<file path="src/rtl/fp_alu_issue_ctrl_if.sv">
// Signal bundle between the FP ALU issue controller, its request/response client and the ALU.
// slave: the controller; master: the surrounding front end and ALU datapath.
interface fp_alu_issue_ctrl_if #(
  parameter int ADDR_W = 3
);
  logic              req_valid_i;
  logic              req_ready_o;
  logic [ADDR_W-1:0] req_op_i;
  logic [31:0]       req_a_i;
  logic [31:0]       req_b_i;
  logic [31:0]       req_c_i;
  logic [2:0]        req_rmode_i;
  logic [3:0]        req_tag_i;

  logic [ADDR_W-1:0] alu_op_code_o;
  logic [31:0]       alu_fp_a_o;
  logic [31:0]       alu_fp_b_o;
  logic [31:0]       alu_fp_c_o;
  logic [2:0]        alu_r_mode_o;
  logic [31:0]       alu_fp_result_i;
  logic              alu_overflow_i;
  logic              alu_underflow_i;
  logic              alu_cmp_result_i;
  logic              alu_invalid_i;

  logic              rsp_valid_o;
  logic              rsp_ready_i;
  logic [31:0]       rsp_result_o;
  logic              rsp_cmp_o;
  logic [2:0]        rsp_flags_o;
  logic [3:0]        rsp_tag_o;

  logic [2:0]        sticky_flags_o;
  logic              flags_clr_i;
  logic              busy_o;

  modport slave (
    input  req_valid_i, req_op_i, req_a_i, req_b_i, req_c_i, req_rmode_i, req_tag_i,
    output req_ready_o,
    output alu_op_code_o, alu_fp_a_o, alu_fp_b_o, alu_fp_c_o, alu_r_mode_o,
    input  alu_fp_result_i, alu_overflow_i, alu_underflow_i, alu_cmp_result_i, alu_invalid_i,
    output rsp_valid_o, rsp_result_o, rsp_cmp_o, rsp_flags_o, rsp_tag_o,
    input  rsp_ready_i,
    output sticky_flags_o, busy_o,
    input  flags_clr_i
  );

  modport master (
    output req_valid_i, req_op_i, req_a_i, req_b_i, req_c_i, req_rmode_i, req_tag_i,
    input  req_ready_o,
    input  alu_op_code_o, alu_fp_a_o, alu_fp_b_o, alu_fp_c_o, alu_r_mode_o,
    output alu_fp_result_i, alu_overflow_i, alu_underflow_i, alu_cmp_result_i, alu_invalid_i,
    input  rsp_valid_o, rsp_result_o, rsp_cmp_o, rsp_flags_o, rsp_tag_o,
    output rsp_ready_i,
    input  sticky_flags_o, busy_o,
    output flags_clr_i
  );
endinterface

</file>
<file path="src/rtl/fp_alu_issue_ctrl.sv">
// FP ALU issue controller: queues requests, holds ALU inputs ALU_LAT cycles, returns tagged
// results; reserved op codes get a synthetic qNaN/invalid response. Sticky flags accumulate.
module fp_alu_issue_ctrl #(
  parameter int ADDR_W     = 3,
  parameter int FIFO_DEPTH = 4,
  parameter int ALU_LAT    = 1
) (
  input  logic               clk_i,
  input  logic               rst_i,
  fp_alu_issue_ctrl_if.slave bus
);
  localparam int          PTR_W    = $clog2(FIFO_DEPTH);
  localparam logic [2:0]  LAST_CNT = 3'(ALU_LAT - 1);
  localparam logic [31:0] QNAN     = 32'h7FC0_0000;

  typedef struct packed {
    logic [ADDR_W-1:0] op;
    logic [31:0]       a;
    logic [31:0]       b;
    logic [31:0]       c;
    logic [2:0]        rmode;
    logic [3:0]        tag;
  } req_t;

  typedef enum logic [1:0] {S_IDLE, S_EXEC, S_RESP} state_t;

  req_t             r_mem [FIFO_DEPTH];
  logic [PTR_W-1:0] r_wptr;
  logic [PTR_W-1:0] r_rptr;
  logic [PTR_W:0]   r_count;

  state_t      r_state;
  state_t      w_state_nxt;
  req_t        r_issue;
  logic [2:0]  r_cnt;
  logic [31:0] r_rsp_result;
  logic        r_rsp_cmp;
  logic [2:0]  r_rsp_flags;
  logic [3:0]  r_rsp_tag;
  logic [2:0]  r_sticky;

  req_t       w_req;
  req_t       w_head;
  logic       w_full;
  logic       w_empty;
  logic       w_push;
  logic       w_pop;
  logic       w_head_rsvd;
  logic       w_cap_alu;
  logic       w_cap_rsvd;
  logic [2:0] w_cap_flags;
  logic       w_exec;

  assign w_req = {bus.req_op_i, bus.req_a_i, bus.req_b_i, bus.req_c_i,
                  bus.req_rmode_i, bus.req_tag_i};
  assign w_head      = r_mem[r_rptr];
  assign w_full      = (r_count == (PTR_W+1)'(FIFO_DEPTH));
  assign w_empty     = (r_count == '0);
  // Ready depends only on occupancy, so a full FIFO never accepts even while popping.
  assign w_push      = bus.req_valid_i && !w_full;
  assign w_head_rsvd = (w_head.op >= ADDR_W'(5));

  always_ff @(posedge clk_i) begin
    if (w_push) begin
      r_mem[r_wptr] <= w_req;
    end
  end

  always_ff @(posedge clk_i) begin
    if (rst_i) begin
      r_wptr  <= '0;
      r_rptr  <= '0;
      r_count <= '0;
    end else begin
      if (w_push) r_wptr <= r_wptr + 1'b1;
      if (w_pop)  r_rptr <= r_rptr + 1'b1;
      case ({w_push, w_pop})
        2'b10:   r_count <= r_count + 1'b1;
        2'b01:   r_count <= r_count - 1'b1;
        default: r_count <= r_count;
      endcase
    end
  end

  always_comb begin
    w_state_nxt = r_state;
    w_pop       = 1'b0;
    w_cap_alu   = 1'b0;
    unique case (r_state)
      S_IDLE: begin
        if (!w_empty) begin
          w_pop       = 1'b1;
          w_state_nxt = w_head_rsvd ? S_RESP : S_EXEC;
        end
      end
      S_EXEC: begin
        if (r_cnt == LAST_CNT) begin
          w_cap_alu   = 1'b1;
          w_state_nxt = S_RESP;
        end
      end
      S_RESP: begin
        if (bus.rsp_ready_i) begin
          if (!w_empty) begin
            w_pop       = 1'b1;
            w_state_nxt = w_head_rsvd ? S_RESP : S_EXEC;
          end else begin
            w_state_nxt = S_IDLE;
          end
        end
      end
      default: w_state_nxt = S_IDLE;
    endcase
  end

  assign w_cap_rsvd  = w_pop && w_head_rsvd;
  assign w_cap_flags = w_cap_alu  ? {bus.alu_invalid_i, bus.alu_overflow_i, bus.alu_underflow_i} :
                       w_cap_rsvd ? 3'b100 : 3'b000;

  always_ff @(posedge clk_i) begin
    if (rst_i) begin
      r_state      <= S_IDLE;
      r_issue      <= '0;
      r_cnt        <= '0;
      r_rsp_result <= '0;
      r_rsp_cmp    <= 1'b0;
      r_rsp_flags  <= '0;
      r_rsp_tag    <= '0;
      r_sticky     <= '0;
    end else begin
      r_state  <= w_state_nxt;
      // Newly captured flags win over a simultaneous clear.
      r_sticky <= (bus.flags_clr_i ? 3'b000 : r_sticky) | w_cap_flags;
      if (w_pop) begin
        r_issue <= w_head;
        r_cnt   <= '0;
      end else if (r_state == S_EXEC) begin
        r_cnt <= r_cnt + 1'b1;
      end
      if (w_cap_alu) begin
        r_rsp_result <= bus.alu_fp_result_i;
        r_rsp_cmp    <= bus.alu_cmp_result_i;
        r_rsp_flags  <= w_cap_flags;
        r_rsp_tag    <= r_issue.tag;
      end else if (w_cap_rsvd) begin
        r_rsp_result <= QNAN;
        r_rsp_cmp    <= 1'b0;
        r_rsp_flags  <= w_cap_flags;
        r_rsp_tag    <= w_head.tag;
      end
    end
  end

  assign w_exec = (r_state == S_EXEC);

  assign bus.req_ready_o    = !w_full;
  assign bus.alu_op_code_o  = w_exec ? r_issue.op    : '0;
  assign bus.alu_fp_a_o     = w_exec ? r_issue.a     : '0;
  assign bus.alu_fp_b_o     = w_exec ? r_issue.b     : '0;
  assign bus.alu_fp_c_o     = w_exec ? r_issue.c     : '0;
  assign bus.alu_r_mode_o   = w_exec ? r_issue.rmode : '0;
  assign bus.rsp_valid_o    = (r_state == S_RESP);
  assign bus.rsp_result_o   = r_rsp_result;
  assign bus.rsp_cmp_o      = r_rsp_cmp;
  assign bus.rsp_flags_o    = r_rsp_flags;
  assign bus.rsp_tag_o      = r_rsp_tag;
  assign bus.sticky_flags_o = r_sticky;
  assign bus.busy_o         = !w_empty || (r_state != S_IDLE);
endmodule
</file>
<file path="src/flat_wrapper.sv">
// flat-port wrapper written by rule: the top's interface ports become plain ports
module fp_alu_issue_ctrl_flat 
#(
  parameter int ADDR_W     = 3,
  parameter int FIFO_DEPTH = 4,
  parameter int ALU_LAT    = 1
)
  (clk_i, rst_i, bus_req_valid_i, bus_req_op_i, bus_req_a_i, bus_req_b_i, bus_req_c_i, bus_req_rmode_i, bus_req_tag_i, bus_req_ready_o, bus_alu_op_code_o, bus_alu_fp_a_o, bus_alu_fp_b_o, bus_alu_fp_c_o, bus_alu_r_mode_o, bus_alu_fp_result_i, bus_alu_overflow_i, bus_alu_underflow_i, bus_alu_cmp_result_i, bus_alu_invalid_i, bus_rsp_valid_o, bus_rsp_result_o, bus_rsp_cmp_o, bus_rsp_flags_o, bus_rsp_tag_o, bus_rsp_ready_i, bus_sticky_flags_o, bus_busy_o, bus_flags_clr_i);
  fp_alu_issue_ctrl_if #(.ADDR_W(ADDR_W)) bus_i ();
  input  logic clk_i;
  input  logic rst_i;
  input wire logic [$bits(bus_i.req_valid_i)-1:0] bus_req_valid_i;
  input wire logic [$bits(bus_i.req_op_i)-1:0] bus_req_op_i;
  input wire logic [$bits(bus_i.req_a_i)-1:0] bus_req_a_i;
  input wire logic [$bits(bus_i.req_b_i)-1:0] bus_req_b_i;
  input wire logic [$bits(bus_i.req_c_i)-1:0] bus_req_c_i;
  input wire logic [$bits(bus_i.req_rmode_i)-1:0] bus_req_rmode_i;
  input wire logic [$bits(bus_i.req_tag_i)-1:0] bus_req_tag_i;
  output wire logic [$bits(bus_i.req_ready_o)-1:0] bus_req_ready_o;
  output wire logic [$bits(bus_i.alu_op_code_o)-1:0] bus_alu_op_code_o;
  output wire logic [$bits(bus_i.alu_fp_a_o)-1:0] bus_alu_fp_a_o;
  output wire logic [$bits(bus_i.alu_fp_b_o)-1:0] bus_alu_fp_b_o;
  output wire logic [$bits(bus_i.alu_fp_c_o)-1:0] bus_alu_fp_c_o;
  output wire logic [$bits(bus_i.alu_r_mode_o)-1:0] bus_alu_r_mode_o;
  input wire logic [$bits(bus_i.alu_fp_result_i)-1:0] bus_alu_fp_result_i;
  input wire logic [$bits(bus_i.alu_overflow_i)-1:0] bus_alu_overflow_i;
  input wire logic [$bits(bus_i.alu_underflow_i)-1:0] bus_alu_underflow_i;
  input wire logic [$bits(bus_i.alu_cmp_result_i)-1:0] bus_alu_cmp_result_i;
  input wire logic [$bits(bus_i.alu_invalid_i)-1:0] bus_alu_invalid_i;
  output wire logic [$bits(bus_i.rsp_valid_o)-1:0] bus_rsp_valid_o;
  output wire logic [$bits(bus_i.rsp_result_o)-1:0] bus_rsp_result_o;
  output wire logic [$bits(bus_i.rsp_cmp_o)-1:0] bus_rsp_cmp_o;
  output wire logic [$bits(bus_i.rsp_flags_o)-1:0] bus_rsp_flags_o;
  output wire logic [$bits(bus_i.rsp_tag_o)-1:0] bus_rsp_tag_o;
  input wire logic [$bits(bus_i.rsp_ready_i)-1:0] bus_rsp_ready_i;
  output wire logic [$bits(bus_i.sticky_flags_o)-1:0] bus_sticky_flags_o;
  output wire logic [$bits(bus_i.busy_o)-1:0] bus_busy_o;
  input wire logic [$bits(bus_i.flags_clr_i)-1:0] bus_flags_clr_i;
  assign bus_i.req_valid_i = bus_req_valid_i;
  assign bus_i.req_op_i = bus_req_op_i;
  assign bus_i.req_a_i = bus_req_a_i;
  assign bus_i.req_b_i = bus_req_b_i;
  assign bus_i.req_c_i = bus_req_c_i;
  assign bus_i.req_rmode_i = bus_req_rmode_i;
  assign bus_i.req_tag_i = bus_req_tag_i;
  assign bus_req_ready_o = bus_i.req_ready_o;
  assign bus_alu_op_code_o = bus_i.alu_op_code_o;
  assign bus_alu_fp_a_o = bus_i.alu_fp_a_o;
  assign bus_alu_fp_b_o = bus_i.alu_fp_b_o;
  assign bus_alu_fp_c_o = bus_i.alu_fp_c_o;
  assign bus_alu_r_mode_o = bus_i.alu_r_mode_o;
  assign bus_i.alu_fp_result_i = bus_alu_fp_result_i;
  assign bus_i.alu_overflow_i = bus_alu_overflow_i;
  assign bus_i.alu_underflow_i = bus_alu_underflow_i;
  assign bus_i.alu_cmp_result_i = bus_alu_cmp_result_i;
  assign bus_i.alu_invalid_i = bus_alu_invalid_i;
  assign bus_rsp_valid_o = bus_i.rsp_valid_o;
  assign bus_rsp_result_o = bus_i.rsp_result_o;
  assign bus_rsp_cmp_o = bus_i.rsp_cmp_o;
  assign bus_rsp_flags_o = bus_i.rsp_flags_o;
  assign bus_rsp_tag_o = bus_i.rsp_tag_o;
  assign bus_i.rsp_ready_i = bus_rsp_ready_i;
  assign bus_sticky_flags_o = bus_i.sticky_flags_o;
  assign bus_busy_o = bus_i.busy_o;
  assign bus_i.flags_clr_i = bus_flags_clr_i;
  fp_alu_issue_ctrl #(.ADDR_W(ADDR_W), .FIFO_DEPTH(FIFO_DEPTH), .ALU_LAT(ALU_LAT)) u_core (.clk_i(clk_i), .rst_i(rst_i), .bus(bus_i));
endmodule
</file>
<file path="config.mk">
export PLATFORM = sky130hd
export DESIGN_NAME = fp_alu_issue_ctrl_flat
export DESIGN_NICKNAME = d
export VERILOG_FILES = /design/src/rtl/fp_alu_issue_ctrl_if.sv /design/src/rtl/fp_alu_issue_ctrl.sv /design/src/flat_wrapper.sv
export SDC_FILE = /design/constraint.sdc
export NUM_CORES = 1
export LEC_CHECK = 0
export ABC_AREA = 1
export CAP_MARGIN = 20
export CORE_ASPECT_RATIO = 1.2
export CORE_MARGIN = 2
export CORE_UTILIZATION = 40
export DETAILED_ROUTE_END_ITERATION = 10
export HOLD_SLACK_MARGIN = 0.1
export PLACE_DENSITY = 0.6
export SLEW_MARGIN = 10
export SYNTH_ARGS = -nofsm -noshare
export SYNTH_HDL_FRONTEND = slang
export SYNTH_SLANG_ARGS = --single-unit
</file>
<file path="constraint.sdc">
create_clock -name clk_i -period 10.35 [get_ports clk_i]
set_clock_uncertainty 0.05 [all_clocks]
set_input_delay 2.07 -clock clk_i [delete_from_list [all_inputs] [get_ports clk_i]]
set_output_delay 2.07 -clock clk_i [all_outputs]
set_load 0.02 [all_outputs]
</file>
## Word-level counts from Yosys, hierarchy flattened

Memory sizes are Yosys's and may differ from the RTL's. A register that Yosys moved wholly into a read port is not among the register bits.
Index checks and enable logic that the tools add are counted.
Widths: inputs -> output; s select.

| word-level totals | value |
|---|---|
| register bits after elaboration | 161 |
| RAM bits | 424 |
| bits of input ports | 147 |
| output and inout port bits | 148 |
| memories kept | 1 |

| operators by class | value |
|---|---|
| $add $sub $neg | 5 |
| magnitude comparators | 1 |
| eq/ne operators | 8 |
| multiplexer cells | 32 |
| bitwise logic cells | 1 |
| reductions and logical operators | 13 |

Memories:

| name | depth | width | rd ports | clocked after memory_dff | wr ports | RTL line | text |
|---|---|---|---|---|---|---|---|
| u_core.r_mem | 4 | 106 | 1 | 1 | 1 | fp_alu_issue_ctrl.sv:27 | `req_t r_mem [FIFO_DEPTH];` |

Operator list:

| cell | number |
|---|---|
| $mux 32 | 5 |
| $mux 3 | 7 |
| $mux 2 | 7 |
| $mux 1 | 8 |
| $mux 4 | 2 |
| $add 3x1->3 const B | 2 |
| $logic_not 3->1 | 2 |
| $pmux 2 s3 | 1 |
| $pmux 3 s2 | 1 |
| $reduce_bool 2->1 | 3 |
| $add 2x1->2 const B | 2 |
| $eq 2x1->1 const B | 2 |
| $eq 2x2->1 const B | 2 |
| $ne 2x2->1 const B | 2 |
| $eq 3x3->1 const B | 1 |
| $ge 3x3->1 const B | 1 |
| $or 3x3->3 | 1 |
| $reduce_and 3->1 | 1 |
| $sub 3x1->3 const B | 1 |
| $logic_and 1x1->1 | 2 |
| $logic_not 1->1 | 2 |
| $logic_not 2->1 | 1 |
| $ne 2x1->1 const B | 1 |
| $pmux 1 s2 | 1 |
| other kinds (2) | 2 |

## Longest topological paths before layout

Gate-level depths: netlist of the first run.

| depth | value |
|---|---|
| word-level depth | 9 |
| mapped depth | 13 |
| gate-level depth less buffers | 12 |

## Worst setup path after synthesis of the first run

OpenSTA, ideal clock, no wires.

| timing path | value |
|---|---|
| kind | input to register |
| start point | in bus_req_valid_i |
| end point | mem u_core.r_mem[0][0] in the netlist's numbering (enable) |
| arrival | 6.664 ns |
| data required time | 9.728 ns |
| slack | 3.064 ns |
| cell stages on the path | 2 |
| buffers on the path | 0 |
| cells stage by stage | nand2_1 nor2_1 |

| between the ends | value |
|---|---|
| longest elaborated chain between the ends | 3 |

RTL lines:

| item | RTL line | text |
|---|---|---|
| start, declared | flat_wrapper.sv:12 | `input wire logic [$bits(bus_i.req_valid_i)-1:0] bus_req_valid_i;` |
| $logic_and 1x1->1 | fp_alu_issue_ctrl.sv:60 | `assign w_push = bus.req_valid_i && !w_full;` |
| $mux 1 | fp_alu_issue_ctrl.sv:64 | `if (w_push) begin` |
| $mux 1 (implied by the code) | fp_alu_issue_ctrl.sv:65 | `r_mem[r_wptr] <= w_req;` |
| end, declared | fp_alu_issue_ctrl.sv:27 |  |

No other way between the ends.

## Worst setup path in the final report of the first run

| timing path | value |
|---|---|
| start point | reg u_core.r_state[0] |
| end point | out bus_alu_fp_b_o[10] |

| between the ends | value |
|---|---|
| longest elaborated chain between the ends | 2 |

RTL lines:

| item | RTL line | text |
|---|---|---|
| start, declared | fp_alu_issue_ctrl.sv:32 | `state_t r_state;` |
| start signal, assigned | fp_alu_issue_ctrl.sv:131 | `r_state <= w_state_nxt;` |
| $eq 2x1->1 | fp_alu_issue_ctrl.sv:154 | `assign w_exec = (r_state == S_EXEC);` |
| $mux 32 | fp_alu_issue_ctrl.sv:159 | `assign bus.alu_fp_b_o = w_exec ? r_issue.b : '0;` |
| end, declared | flat_wrapper.sv:22 | `output wire logic [$bits(bus_i.alu_fp_b_o)-1:0] bus_alu_fp_b_o;` |

No other way between the ends.

==> results.ini, run 1 <==
[status]
outcome = completed

[clocking]
ctsResizeCount = 0
cts_tree = built
cts_hold_buf = 0
clock-root-buffer = clkbuf_16
cts.sinks = 587
cts_buffers = 57
ctsHtreeMaxLevel = 2
path_clk_slew_ns = 0.06
clkLatencyLatePin_ns = 0.60
cts_max_path_buffers = 3
postCtsSetupRepairBufs = 0

[sta]
worst_slew_pin_slew_ns = 1.10
relSlewSlack_pct = 26.5
slew_violations = 0
rsz0062_at_grt = false
min_period_over_period_pct = 50.1
setup_violations = 0
hold_viol_final = 0
max_freq_mhz = 193
layout_setup_ws_ns = 5.16
final.setup.tns_ns = 0
period_minus_slack_ns = 5.19

[synthesis]
synthTopCellsByArea = edfxtp_1 (57%), dfxtp_1 (15%), o21ai_0 (6.6%)
yosysWarnings = 0
synth_cell_types = 29
synth_seq_area_share_pct = 72.0
syn_avg_cell_area_um2 = 11.7
ys_dominant_reg_cell = edfxtp_1
synth_nets = 2057
synth-async-reset-ratio_pct = 0
synth.most_common_cell = edfxtp_1
yosysTopAreaCellShare_pct = 57.3
synth_edf_count = 424
synth.top_cells.by_count = edfxtp_1 (424), nor2_1 (312), o21ai_0 (293), dfxtp_1 (163), inv_1 (133)
ys_seq_elements = 587
synthCells = 1902
synth_top_cell_by_area = edfxtp_1
synthesis.area_um2 = 22200

[die]
core-area_um2 = 54900
initial_utilization_pct = 40.5
num_io_pins = 295
die_y_um = 262
fp-row-count = 94
dieArea_um2 = 57500
die_w_um = 219

[layout]
area_delta_synth_final_pct = 24.0
drive_gt1_share_pct = 7.11
fillers = 4853
fin_nets = 2300

[global_routing]
grt_pass1_wl_um = 85000
grt_pass1_vias = 14645
track_usage_pct = 19.2
global_route.overflow_total = 0
antenna_found_initial = 5
grt_max_degree = 108

[setup_path]
path_class = reg2out
endpoint_kind = primary output
cp_max_fo = 61
crit_required_ns = 8.23
startpoint_type = register
arrival_ns = 3.07

[pwr]
peakVddDrop_v = 0.000137
power.internal_uw = 4730
power.switching_uw = 2440
power.leakage_uw = 0.00924
powerDensity_nw_per_um2 = 260
switching_share_pct = 34.0
p_seq_share_pct = 42.6
clkPwrFrac_pct = 28.0
combPwrFrac_pct = 29.4

[route]
drt_first_pass_iters = 5
avgRoutedWirePerCell_um = 19.4
via_per_inst = 5.14
via_count = 14991
drc = 0
drt-total-wl_um = 56500
ant_nets = 0
drt-initial-drc-count = 1049

[hold_path]
worstHoldPathType = reg2reg

[placement]
dp_hpwl_um = 32600
numPortBuffers = 294
dp_worst_setup_slack_ns = 4.84
gp_congestion = 0.742

[run]
cap_viol_max_count = 0

==> path summary, 6_finish.rpt <==
check | startpoint | depth (start not counted) | endpoint | slack (ns)
setup reg to reg | register | 10 | u_core.bus.rsp_tag_o[0] | 6.36
hold reg to reg | u_core.r_issue[5] | 2 | u_core.r_issue[5] | 0.41
setup / recovery | u_core.r_state[0] | 7 | bus_alu_fp_b_o[10] | 5.16
hold / removal | u_core.r_issue[5] | 2 | u_core.r_issue[5] | 0.41
==> critical path, stage by stage (launching register included) <==
cell and delay [ns]:
dfxtp_1 0.39, inv_1 0.10, nor2_2 0.25, inv_4 0.15
buf_4 0.28, buf_16 0.26, nor2_1 0.33, clkdlybuf4s50_1 0.68
==> metal layers <==
metal | track usage, % | vias up | part of all wire (%)
li1 | - | 7163 | -
met1 | 24.6 | 7368 | 42
met2 | 33.0 | 373 | 50
met4 | 5.95 | 4 | 2.0
met3 | 3.65 | 83 | 5.4
met5 | 0 | - | 0.048
==> cells in the final DEF, fill, tap and decap left out, types with 6 or more instances in the layout <==
cell	synthesis	final
nand2_1	89	88
o21ai_1	35	35
clkdlybuf4s50_1	0	294
clkbuf_16	0	58
o21ai_0	293	293
o21bai_1	9	9
o22ai_1	101	101
nand3_2	20	20
nand3_1	131	131
clkbuf_1	85	26
nor2_1	312	308
a21oi_2	18	18
ha_1	7	7
buf_4	5	19
clkinv_2	0	6
clkbuf_8	0	11
inv_1	133	131
edfxtp_1	424	424
a21oi_1	22	22
dfxtp_1	163	161
==> registers in the layout, summed over array words and instances, names as in the netlist, 3 cells and up, named ones only <==
| register | cells |
|---|---|
| u_core.r_mem | 424 |
| u_core.bus.rsp_result_o | 32 |
| u_core.r_count | 3 |
| u_core.r_cnt | 3 |
| u_core.bus.sticky_flags_o | 3 |
| u_core.r_issue | 106 |
| u_core.bus.rsp_flags_o | 3 |
| u_core.bus.rsp_tag_o | 4 |
==> cell type report <==
cell class	count	area [um2]	share of cell area [%]
diodes	3	7.51	0.0272
clock buffers	95	1700	6.17
clock inverters	12	125	0.454
inverters	138	532	1.93
multi-input cells	1047	5170	18.8
flip-flops and latches	587	16000	58.1
well taps	720	901	3.27
repair buffers	314	3110	11.3
==> per-stage QoR <==
step                total power, uW  area [um2]  util, %  hold slack, ns  std cells
finish                         7170       27600     50.2           0.413       2916
global placement               5170       25700     46.8           0.388       2805
global route                   7590       27600     50.2           0.433       2915
floorplan                      4500       22200        -           0.386       1902
detailed placement             5230       25700     46.8           0.401       2805
CTS                            7250       27500     50.1           0.412       2912
==> power by group through the flow <==
stage          registers, uW  clock network (uW)  logic [uW]
2_1_floorplan           3140                   0        1360
3_3_place_gp            3090                   0        2070
3_5_place_dp            3100                   0        2120
4_1_cts                 3060                2060        2130
5_1_grt                 3090                2150        2350
6_report                3060                2010        2110
==> cell families after synthesis <==
logic type | count (synthesis) | synth area share (%)
buffers and inverters | 268 | 4.93
AO/OA/AOI/OAI | 479 | 11.8
adder cells (fa/ha/maj) | 8 | 0.484
flip-flops | 587 | 72.0
XOR/XNOR | 1 | 0.0394
AND/OR/NAND/NOR | 559 | 10.8
Power figures use the tool's default switching activity.
==> inputs of run 2 (changes only) <==
--- a/config.mk
+++ b/config.mk
@@ -12,7 +12,7 @@
 export CORE_UTILIZATION = 40
 export DETAILED_ROUTE_END_ITERATION = 10
 export HOLD_SLACK_MARGIN = 0.1
-export PLACE_DENSITY = 0.6
+export PLACE_DENSITY = 0.62
 export SLEW_MARGIN = 10
 export SYNTH_ARGS = -nofsm -noshare
 export SYNTH_HDL_FRONTEND = slang
==> constraint.sdc (replaced) <==
create_clock -name clk_i -period 4.5 [get_ports clk_i]
set_clock_uncertainty 0.05 [all_clocks]
set_input_delay 0.9 -clock clk_i [delete_from_list [all_inputs] [get_ports clk_i]]
set_output_delay 0.9 -clock clk_i [all_outputs]
set_load 0.02 [all_outputs]
==> results.ini, run 2 (synthesis gave the netlist of run 1 again) <==
[pwr]
switching_share_pct = 34.2  ; was 34.0%
clkPwrFrac_pct = 28.0  ; about the same
combPwrFrac_pct = 29.4  ; about the same
p_seq_share_pct = 42.6  ; about the same
p_total_uw = 16600  ; was 7170 uW
power.switching_uw = 5680  ; was 2440 uW
powerDensity_nw_per_um2 = 600  ; was 260 nW/um2
power.leakage_uw = 0.00932  ; was 0.00924 uW
power.internal_uw = 10900  ; was 4730 uW
peakVddDrop_v = 0.000367  ; was 0.000137 V

[sta]
period_minus_slack_ns = 3.75
rsz0062_at_grt = false  ; unchanged
worst_slew_pin_slew_ns = 0.982  ; was 1.10 ns
max_freq_mhz = 267
setup_violations = 0  ; unchanged
slew_violations = 0  ; unchanged
min_period_over_period_pct = 83.3
hold_viol_final = 0  ; unchanged
relSlewSlack_pct = 34.5  ; was 26.5%
final.setup.tns_ns = 0  ; unchanged

[die]
die_w_um = 219  ; unchanged
num_io_pins = 295  ; unchanged
die_y_um = 262  ; unchanged
fp-row-count = 94  ; unchanged
core-area_um2 = 54900  ; unchanged
dieArea_um2 = 57500  ; unchanged
initial_utilization_pct = 40.5  ; unchanged

[global_routing]
antenna_found_initial = 5  ; unchanged
track_usage_pct = 19.3  ; was 19.2%
grt_max_degree = 128  ; was 108
grt_pass1_vias = 15029  ; was 14645
global_route.overflow_total = 0  ; unchanged
grt_pass1_wl_um = 86500  ; was 85000 um

[clocking]
cts_max_path_buffers = 3  ; unchanged
cts_tree = built  ; unchanged
clkLatencyLatePin_ns = 0.60  ; about the same
ctsHtreeMaxLevel = 2  ; unchanged
clock-root-buffer = clkbuf_16  ; unchanged
postCtsSetupRepairBufs = 0  ; unchanged
cts_buffers = 58  ; was 57
cts_hold_buf = 0  ; unchanged
ctsResizeCount = 0  ; unchanged
cts.sinks = 587  ; unchanged
path_clk_slew_ns = 0.06  ; about the same

[setup_path]
arrival_ns = 2.80  ; was 3.07 ns
path_class = reg2out  ; unchanged
crit_required_ns = 3.55  ; was 8.23 ns
crit_chain = inv_1, nor2_2, inv_4, buf_4, nor2_1, clkdlybuf4s50_1  ; was inv_1, nor2_2, inv_4, buf_4, buf_16, nor2_1, clkdlybuf4s50_1
cpPeakStageDelay_ns = 0.62  ; was 0.68 ns
slowest_stage = clkdlybuf4s50_1  ; unchanged
startpoint_type = register  ; unchanged
endpoint_kind = primary output  ; unchanged
cp_max_fo = 65  ; was 61

[placement]
gp_congestion = 0.760  ; was 0.742
dp_hpwl_um = 31400  ; was 32600 um
numPortBuffers = 294  ; unchanged

[layout]
area_delta_synth_final_pct = 24.4  ; was 24.0%
largest_register_ffs = 424  ; unchanged
final_common_cell = edfxtp_1  ; unchanged
fin_nets = 2309  ; was 2300
drive_gt1_share_pct = 7.76  ; was 7.11%
fillers = 4814  ; was 4853
largest-register = u_core.r_mem  ; unchanged
final_cell_mix = edfxtp_1 (424), nor2_1 (308), clkdlybuf4s50_1 (294), o21ai_0 (293), dfxtp_1 (161)  ; unchanged

[route]
drt-initial-drc-count = 1028  ; was 1049
via_count = 15136  ; was 14991
via_per_inst = 5.18  ; was 5.14
drt-total-wl_um = 56800  ; was 56500 um
drt_first_pass_iters = 5  ; unchanged
drc = 0  ; unchanged
ant_nets = 0  ; unchanged
avgRoutedWirePerCell_um = 19.4  ; about the same

[run]
cap_viol_max_count = 0  ; unchanged

[status]
outcome = completed  ; unchanged

[hold_path]
worstHoldPathType = reg2reg  ; unchanged

[run 2: changes by cell type in the layout (fill, tap and decap cells not counted), sizes merged]
cell | before | now
clkbuf | 95 | 87
diode | 3 | 1
clkinvlp | 1 | 0
clkinv | 11 | 19
inv | 136 | 139
buf | 20 | 28
[run 2: area by class of cell]
type	count	area, um2	area share (%)
diodes	1	2.50	0.00905
clock buffers	87	1670	6.05
clock inverters	22	168	0.606
inverters	138	532	1.92
multi-input cells	1047	5170	18.7
flip-flops and latches	587	16000	57.9
well taps	720	901	3.26
repair buffers	322	3200	11.6
[run 2: final timing paths]
| path | start | endpoint | slack [ns] | cells after the start |
|---|---|---|---|---|
| worst min-delay path | u_core.bus.sticky_flags_o[1] | u_core.bus.sticky_flags_o[1] | 0.40 | 2 |
| worst max register to register | u_core.r_cnt[0] | u_core.bus.rsp_tag_o[0] | 1.53 | 10 |
| worst max-delay path | u_core.r_state[0] | bus_alu_fp_b_o[9] | 0.75 | 6 |
| worst min register to register | u_core.bus.sticky_flags_o[1] | u_core.bus.sticky_flags_o[1] | 0.40 | 2 |
[run 2: per-layer routing]
metal  vias up  share of wire (%)  wire [um]  GRT usage (%)
met4        10                2.2       1240           5.50
li1       7186                  -          -              -
met3        96                5.6       3170           3.42
met2       414                 51      29100           34.6
met1      7430                 41      23300           23.8
met5         -               0.11         64              0
[run 2: metrics by stage]
step | worst slack (ns) | area (um2) | std cells | hold slack [ns] | util, %
final | 0.751 | 27700 | 2924 | 0.401 | 50.3
after global routing | 0.529 | 27600 | 2923 | 0.427 | 50.3
after CTS | 0.659 | 27600 | 2923 | 0.402 | 50.3
after detailed placement | 0.910 | 25800 | 2814 | 0.390 | 47.0
after global placement | 0.948 | 25800 | 2814 | 0.389 | 47.0
after floorplan | -1.62 | 22200 | 1902 | 0.386 | -
[run 2: power by group through the flow]
| stage | clock, uW | sequential [uW] | combinational (uW) |
|---|---|---|---|
| global route | 4990 | 7160 | 5380 |
| floorplan | 0 | 7210 | 3130 |
| finish | 4650 | 7070 | 4880 |
| CTS | 4780 | 7080 | 4940 |
| detailed placement | 0 | 7190 | 4920 |
| global placement | 0 | 7150 | 4820 |
[run 2: worst max-delay path, delay by kind of cell, from the launching register on]
kind / cells / cell delay (ns)
buf+inv: 4 / 1.41
flops: 1 / 0.40
simple gates: 2 / 0.37
